===== src/rtl/cpu_run_monitor.sv =====
// cpu_run_monitor: holds a CPU in reset, runs it, and declares HALTED (repeated PC) or TIMEOUT.
// Ports: clk, rst (async active-low); start pulse; pc_valid/pc_in retired-PC stream;
//        cpu_rst to CPU; running/done/pass/fail status; cycle_cnt, instr_cnt, last_pc results.
module cpu_run_monitor #(
    parameter int          XLEN        = 32,
    parameter int          CNT_W       = 32,
    parameter int          RST_CYCLES  = 2,
    parameter int unsigned TIMEOUT     = 1000,
    parameter int          HALT_REPEAT = 4
) (
    input  logic             clk,
    input  logic             rst,
    input  logic             start,
    input  logic             pc_valid,
    input  logic [XLEN-1:0]  pc_in,
    output logic             cpu_rst,
    output logic             running,
    output logic             done,
    output logic             pass,
    output logic             fail,
    output logic [CNT_W-1:0] cycle_cnt,
    output logic [CNT_W-1:0] instr_cnt,
    output logic [XLEN-1:0]  last_pc
);
    typedef enum logic [2:0] {S_IDLE, S_RESET, S_RUN, S_HALTED, S_TIMEOUT} state_t;
    localparam logic [CNT_W-1:0] CNT_MAX  = '1;
    localparam logic [CNT_W-1:0] TMO_LAST = CNT_W'(TIMEOUT - 1);
    localparam logic [7:0]       REP_LAST = 8'(HALT_REPEAT - 1);
    localparam logic [7:0]       RST_LAST = 8'(RST_CYCLES - 1);
    state_t           state_q, state_d;
    logic [CNT_W-1:0] cycle_q, cycle_d, instr_q, instr_d;
    logic [XLEN-1:0]  last_q, last_d;
    logic [7:0]       rep_q, rep_d, rcnt_q, rcnt_d;
    logic             have_q, have_d;
    logic             cpu_rst_q, cpu_rst_d, running_q, running_d;
    logic             pass_q, pass_d, fail_q, fail_d;
    logic             rep_hit, halt, tmo;
    // The first valid PC after RESET only primes last_pc; have_pc gates the compare.
    assign rep_hit = pc_valid && have_q && (pc_in == last_q);
    assign halt    = rep_hit && (rep_q == REP_LAST);
    assign tmo     = cycle_q == TMO_LAST;
    always_comb begin
        state_d = state_q;
        cycle_d = cycle_q;
        instr_d = instr_q;
        last_d  = last_q;
        rep_d   = rep_q;
        have_d  = have_q;
        rcnt_d  = rcnt_q;
        case (state_q)
            S_IDLE, S_HALTED, S_TIMEOUT: begin
                if (start) begin
                    state_d = S_RESET;
                    cycle_d = '0;
                    instr_d = '0;
                    last_d  = '0;
                    rep_d   = '0;
                    have_d  = 1'b0;
                    rcnt_d  = '0;
                end
            end
            S_RESET: begin
                rcnt_d  = rcnt_q + 8'd1;
                state_d = (rcnt_q == RST_LAST) ? S_RUN : S_RESET;
            end
            S_RUN: begin
                cycle_d = (cycle_q == CNT_MAX) ? cycle_q : cycle_q + 1'b1;
                if (pc_valid) begin
                    instr_d = (instr_q == CNT_MAX) ? instr_q : instr_q + 1'b1;
                    last_d  = pc_in;
                    have_d  = 1'b1;
                    rep_d   = rep_hit ? ((rep_q == 8'hff) ? rep_q : rep_q + 8'd1) : 8'd0;
                end
                // Halt takes priority when both end conditions land in the same cycle.
                state_d = halt ? S_HALTED : tmo ? S_TIMEOUT : S_RUN;
            end
            default: state_d = S_IDLE;
        endcase
        cpu_rst_d = (state_d == S_IDLE) || (state_d == S_RESET);
        running_d = state_d == S_RUN;
        pass_d    = state_d == S_HALTED;
        fail_d    = state_d == S_TIMEOUT;
    end
    always_ff @(posedge clk or negedge rst) begin
        if (!rst) begin
            state_q   <= S_IDLE;
            cycle_q   <= '0;
            instr_q   <= '0;
            last_q    <= '0;
            rep_q     <= '0;
            have_q    <= 1'b0;
            rcnt_q    <= '0;
            cpu_rst_q <= 1'b1;
            running_q <= 1'b0;
            pass_q    <= 1'b0;
            fail_q    <= 1'b0;
        end else begin
            state_q   <= state_d;
            cycle_q   <= cycle_d;
            instr_q   <= instr_d;
            last_q    <= last_d;
            rep_q     <= rep_d;
            have_q    <= have_d;
            rcnt_q    <= rcnt_d;
            cpu_rst_q <= cpu_rst_d;
            running_q <= running_d;
            pass_q    <= pass_d;
            fail_q    <= fail_d;
        end
    end
    assign cpu_rst   = cpu_rst_q;
    assign running   = running_q;
    assign pass      = pass_q;
    assign fail      = fail_q;
    assign done      = pass_q | fail_q;
    assign cycle_cnt = cycle_q;
    assign instr_cnt = instr_q;
    assign last_pc   = last_q;
endmodule


===== config.mk =====
export PLATFORM = sky130hd
export DESIGN_NAME = cpu_run_monitor
export DESIGN_NICKNAME = d
export VERILOG_FILES = /design/src/rtl/cpu_run_monitor.sv
export SDC_FILE = /design/constraint.sdc
export NUM_CORES = 1
export LEC_CHECK = 0
export CAP_MARGIN = 15
export CORE_MARGIN = 2
export CORE_UTILIZATION = 51
export DETAILED_ROUTE_END_ITERATION = 10
export GPL_TIMING_DRIVEN = 0
export PLACE_DENSITY_LB_ADDON = 0.08
export SLEW_MARGIN = 5
export SYNTH_ARGS = -nofsm -noshare
export SYNTH_HDL_FRONTEND = slang
export SYNTH_SLANG_ARGS = --single-unit

===== constraint.sdc =====
create_clock -name clk -period 2.8 [get_ports clk]
set_input_delay 0.56 -clock clk [delete_from_list [all_inputs] [get_ports clk]]
set_output_delay 0.56 -clock clk [all_outputs]
set_load 0.01 [all_outputs]

==> flow_metrics.env <==
export IMPL_status="completed"
export IMPL_place_area_mm2=0.007825
export IMPL_post_route_min_period_ns=2.621
export IMPL_drc=0
export IMPL_die_w_um=114.7
export IMPL_peakVddDrop_uv=616.0
export IMPL_dp_hpwl_mm=11.92
export IMPL_clkTransAtPathRegs_ns=0.06
export IMPL_maxCapViolCount=0
export IMPL_setup_tns_ns=0
export IMPL_syn_inst=650
export IMPL_switching_power_mw=1.969
export IMPL_path_cells="clkdlybuf4s50_1 > mux2i_1 > a2bb2oi_1 > clkbuf_1 > buf_2 > nand2_1 > o21ai_0"
export IMPL_htreeDepth=4
export IMPL_wl_mm=16.98
export IMPL_dp_cells=934
export IMPL_power_frac_comb_pct=26.8
export IMPL_ctsRootBufferMaster="clkbuf_16"
export IMPL_grt_pass1_wl_mm=27.61
export IMPL_io_buffers=136
export IMPL_rsz0062_at_grt="false"
export IMPL_finalCoreUtilization_pct=69.99
export IMPL_yosys_warnings=0
export IMPL_cts_tree="built"
export IMPL_synthTopCellsByCount="dfrtp_1, nor2_1, xnor2_1, nand2_1, nand3_1"
export IMPL_antenna_found_initial=0
export IMPL_layout_drive_gt1_share_pct=7.326
export IMPL_firstDrtPassIters=5
export IMPL_routedWlPerCell_um=17.58
export IMPL_start_util_pct=52.04
export IMPL_rows=40
export IMPL_syn_area_per_cell_um2=9.617
export IMPL_p_leak_nw=3.405
export IMPL_grt_max_degree=82
export IMPL_tightest_slew_ns=0.6994
export IMPL_syn2layout_area_growth_pct=34.49
export IMPL_crit_path_end_kind="register"
export IMPL_synth_edf_count=0
export IMPL_max_freq_mhz=381.5
export IMPL_start_kind="primary input"
export IMPL_cp_arrival_ns=2.96
export IMPL_num_vias=5667
export IMPL_nNetsFinal=847
export IMPL_via_per_inst=5.866
export IMPL_dieArea_mm2=0.01316
export IMPL_drt_iter0_drc=467
export IMPL_power_density_mw_per_mm2=726.0
export IMPL_p_clk_share_pct=35.2
export IMPL_syn_area_mm2=0.006251
export IMPL_post_cts_buffers=0
export IMPL_design_area_mm2=0.008407
export IMPL_grt_pass1_vias=5474
export IMPL_place_ws_ns=-0.2254
export IMPL_syn_nets=691
export IMPL_crit_required_ns=3.14
export IMPL_grt_ovfl_total=0
export IMPL_ys_seq_area_share_pct=48.06
export IMPL_synth_cell_types=59
export IMPL_fin_hold_ws_ns=0.02671
export IMPL_diodes=0
export IMPL_cts_resized=0
export IMPL_netSwitchingFraction_pct=32.27
export IMPL_seqPwrFrac_pct=38.0
export IMPL_drtAntennaViolNets=0
export IMPL_synth_area_top_cells="dfrtp_1, xnor2_1, nor2_1"
export IMPL_final_period_utilization_pct=93.61
export IMPL_ioPinCount=137
export IMPL_finalSetupViolations=0
export IMPL_ys_ff_latch=120
export IMPL_finClkSkew_ns=0.01034
export IMPL_worstPathMaxFanout=10
export IMPL_min_path_type="primary input to asynchronous set/reset pin"
export IMPL_core_mm2=0.01201
export IMPL_slowest_delay_ns=0.60
export IMPL_synth_ff_type="dfrtp_1"
export IMPL_yosys_area_top_type_share_pct=47.64
export IMPL_die_y_um=114.7
export IMPL_stdcell_count=966
export IMPL_internal_power_mw=4.134
export IMPL_worst_slew_margin_rel_pct=52.88
export IMPL_synth_top_area_cell="dfrtp_1"
export IMPL_grt_util_all_layers_pct=27.05
export IMPL_cts_hold_buf=0
export IMPL_cts_sinks=120
export IMPL_cts_buffers=17
export IMPL_place_congestion=0.8793
export IMPL_path_class="primary input to register"
export IMPL_setup_ws_ns=0.1790
export IMPL_final_max_slew_viol_count=0
export IMPL_clockBufferDepth=2
export IMPL_critPathSlowestCell="a2bb2oi_1"
export IMPL_power_mw=6.103
export IMPL_synthArstFlopShare_pct=100.0
export IMPL_synth_most_common_cell="dfrtp_1"
export IMPL_clock_latency_ns=0.43
export IMPL_hold_viol=0
==> power by group through the flow <==
stage / sequential, mW / clock (mW) / combinational, mW
3_5_place_dp: 2.33 / 0 / 1.62
2_1_floorplan: 2.37 / 0 / 0.774
3_3_place_gp: 2.32 / 0 / 1.58
4_1_cts: 2.31 / 2.17 / 1.65
5_1_grt: 2.36 / 2.25 / 1.79
6_report: 2.32 / 2.15 / 1.64
==> cells by family after synthesis <==
kind of cell | after synthesis | synth area share (%)
muxes | 4 | 0.6605
buffers and inverters | 40 | 2.722
adders and majority gates | 5 | 1.001
AOI/OAI and AO/OA | 109 | 12.13
DFF | 120 | 48.06
xor gates and xnor gates | 70 | 9.808
and+or+nand+nor | 302 | 25.62
==> placed cells by master (no fill, tap or decap), types with 5 or more instances in the layout <==
cell | netlist | layout
xnor2_1 | 58 | 58
or3_1 | 17 | 17
nor3_1 | 27 | 27
nand2b_1 | 11 | 11
buf_2 | 7 | 7
inv_1 | 18 | 18
a21oi_1 | 21 | 21
nand4_1 | 30 | 30
dfrtp_1 | 119 | 119
nor2_1 | 68 | 68
clkdlybuf4s50_1 | 0 | 135
a21o_1 | 5 | 5
and3_1 | 13 | 13
clkinv_2 | 0 | 6
nand3_1 | 33 | 33
ha_1 | 5 | 5
clkbuf_1 | 11 | 11
nand2_1 | 52 | 52
xor2_1 | 12 | 12
nor4_1 | 21 | 21
o21ai_0 | 28 | 28
a22o_1 | 27 | 27
clkbuf_16 | 0 | 17
nor2b_1 | 5 | 5
==> worst paths after layout <==
kind / start / end / slack, ns / depth (start not counted)
min in group clk: have_q / have_q / 0.48 / 2
max in group asynchronous: rst / cpu_rst / 2.00 / 2
max reg2reg: state_q[0] / last_pc[1] / 0.32 / 6
min: rst / last_pc[0] / 0.03 / 1
max: start / last_pc[27] / 0.18 / 7
min reg2reg: have_q / have_q / 0.48 / 2
==> state kept, by name, summed over array words and instances, names as in the netlist <==
| name | flops |
|---|---|
| cycle_cnt | 32 |
| instr_cnt | 32 |
| last_pc | 32 |
| rcnt_q | 8 |
| rep_q | 8 |
| state_q | 3 |
| cpu_rst | 1 |
| fail | 1 |
| have_q | 1 |
| pass | 1 |
| running | 1 |
==> layout make-up <==
cell class                      instances  area, um^2
Fill cell                             951        3605
Multi-Input combinational cell        490        3077
Sequential cell                       120        3004
Timing Repair Buffer                  137        1390
Clock buffer                           19       452.9
Tap cell                              147       183.9
Clock inverter                         13       128.9
Buffer                                 22       102.6
Inverter                               18       67.56
==> critical path: cells and delay by family <==
family                 cells  cell delay, ns
AO/OA/AOI/OAI              2            0.68
buffers and inverters      3            1.35
multiplexers               1            0.26
AND/OR/NAND/NOR            1            0.10
==> per-layer routing <==
metal / GRT usage [%] / up-vias / wire, um
met5: 0 / - / 0
met4: 11.16 / 0 / 330
met3: 6.247 / 32 / 975
met2: 42.25 / 210 / 8259
met1: 36.71 / 2758 / 7417
li1: - / 2667 / -
Note: power is estimated with default switching activity, not from simulation.
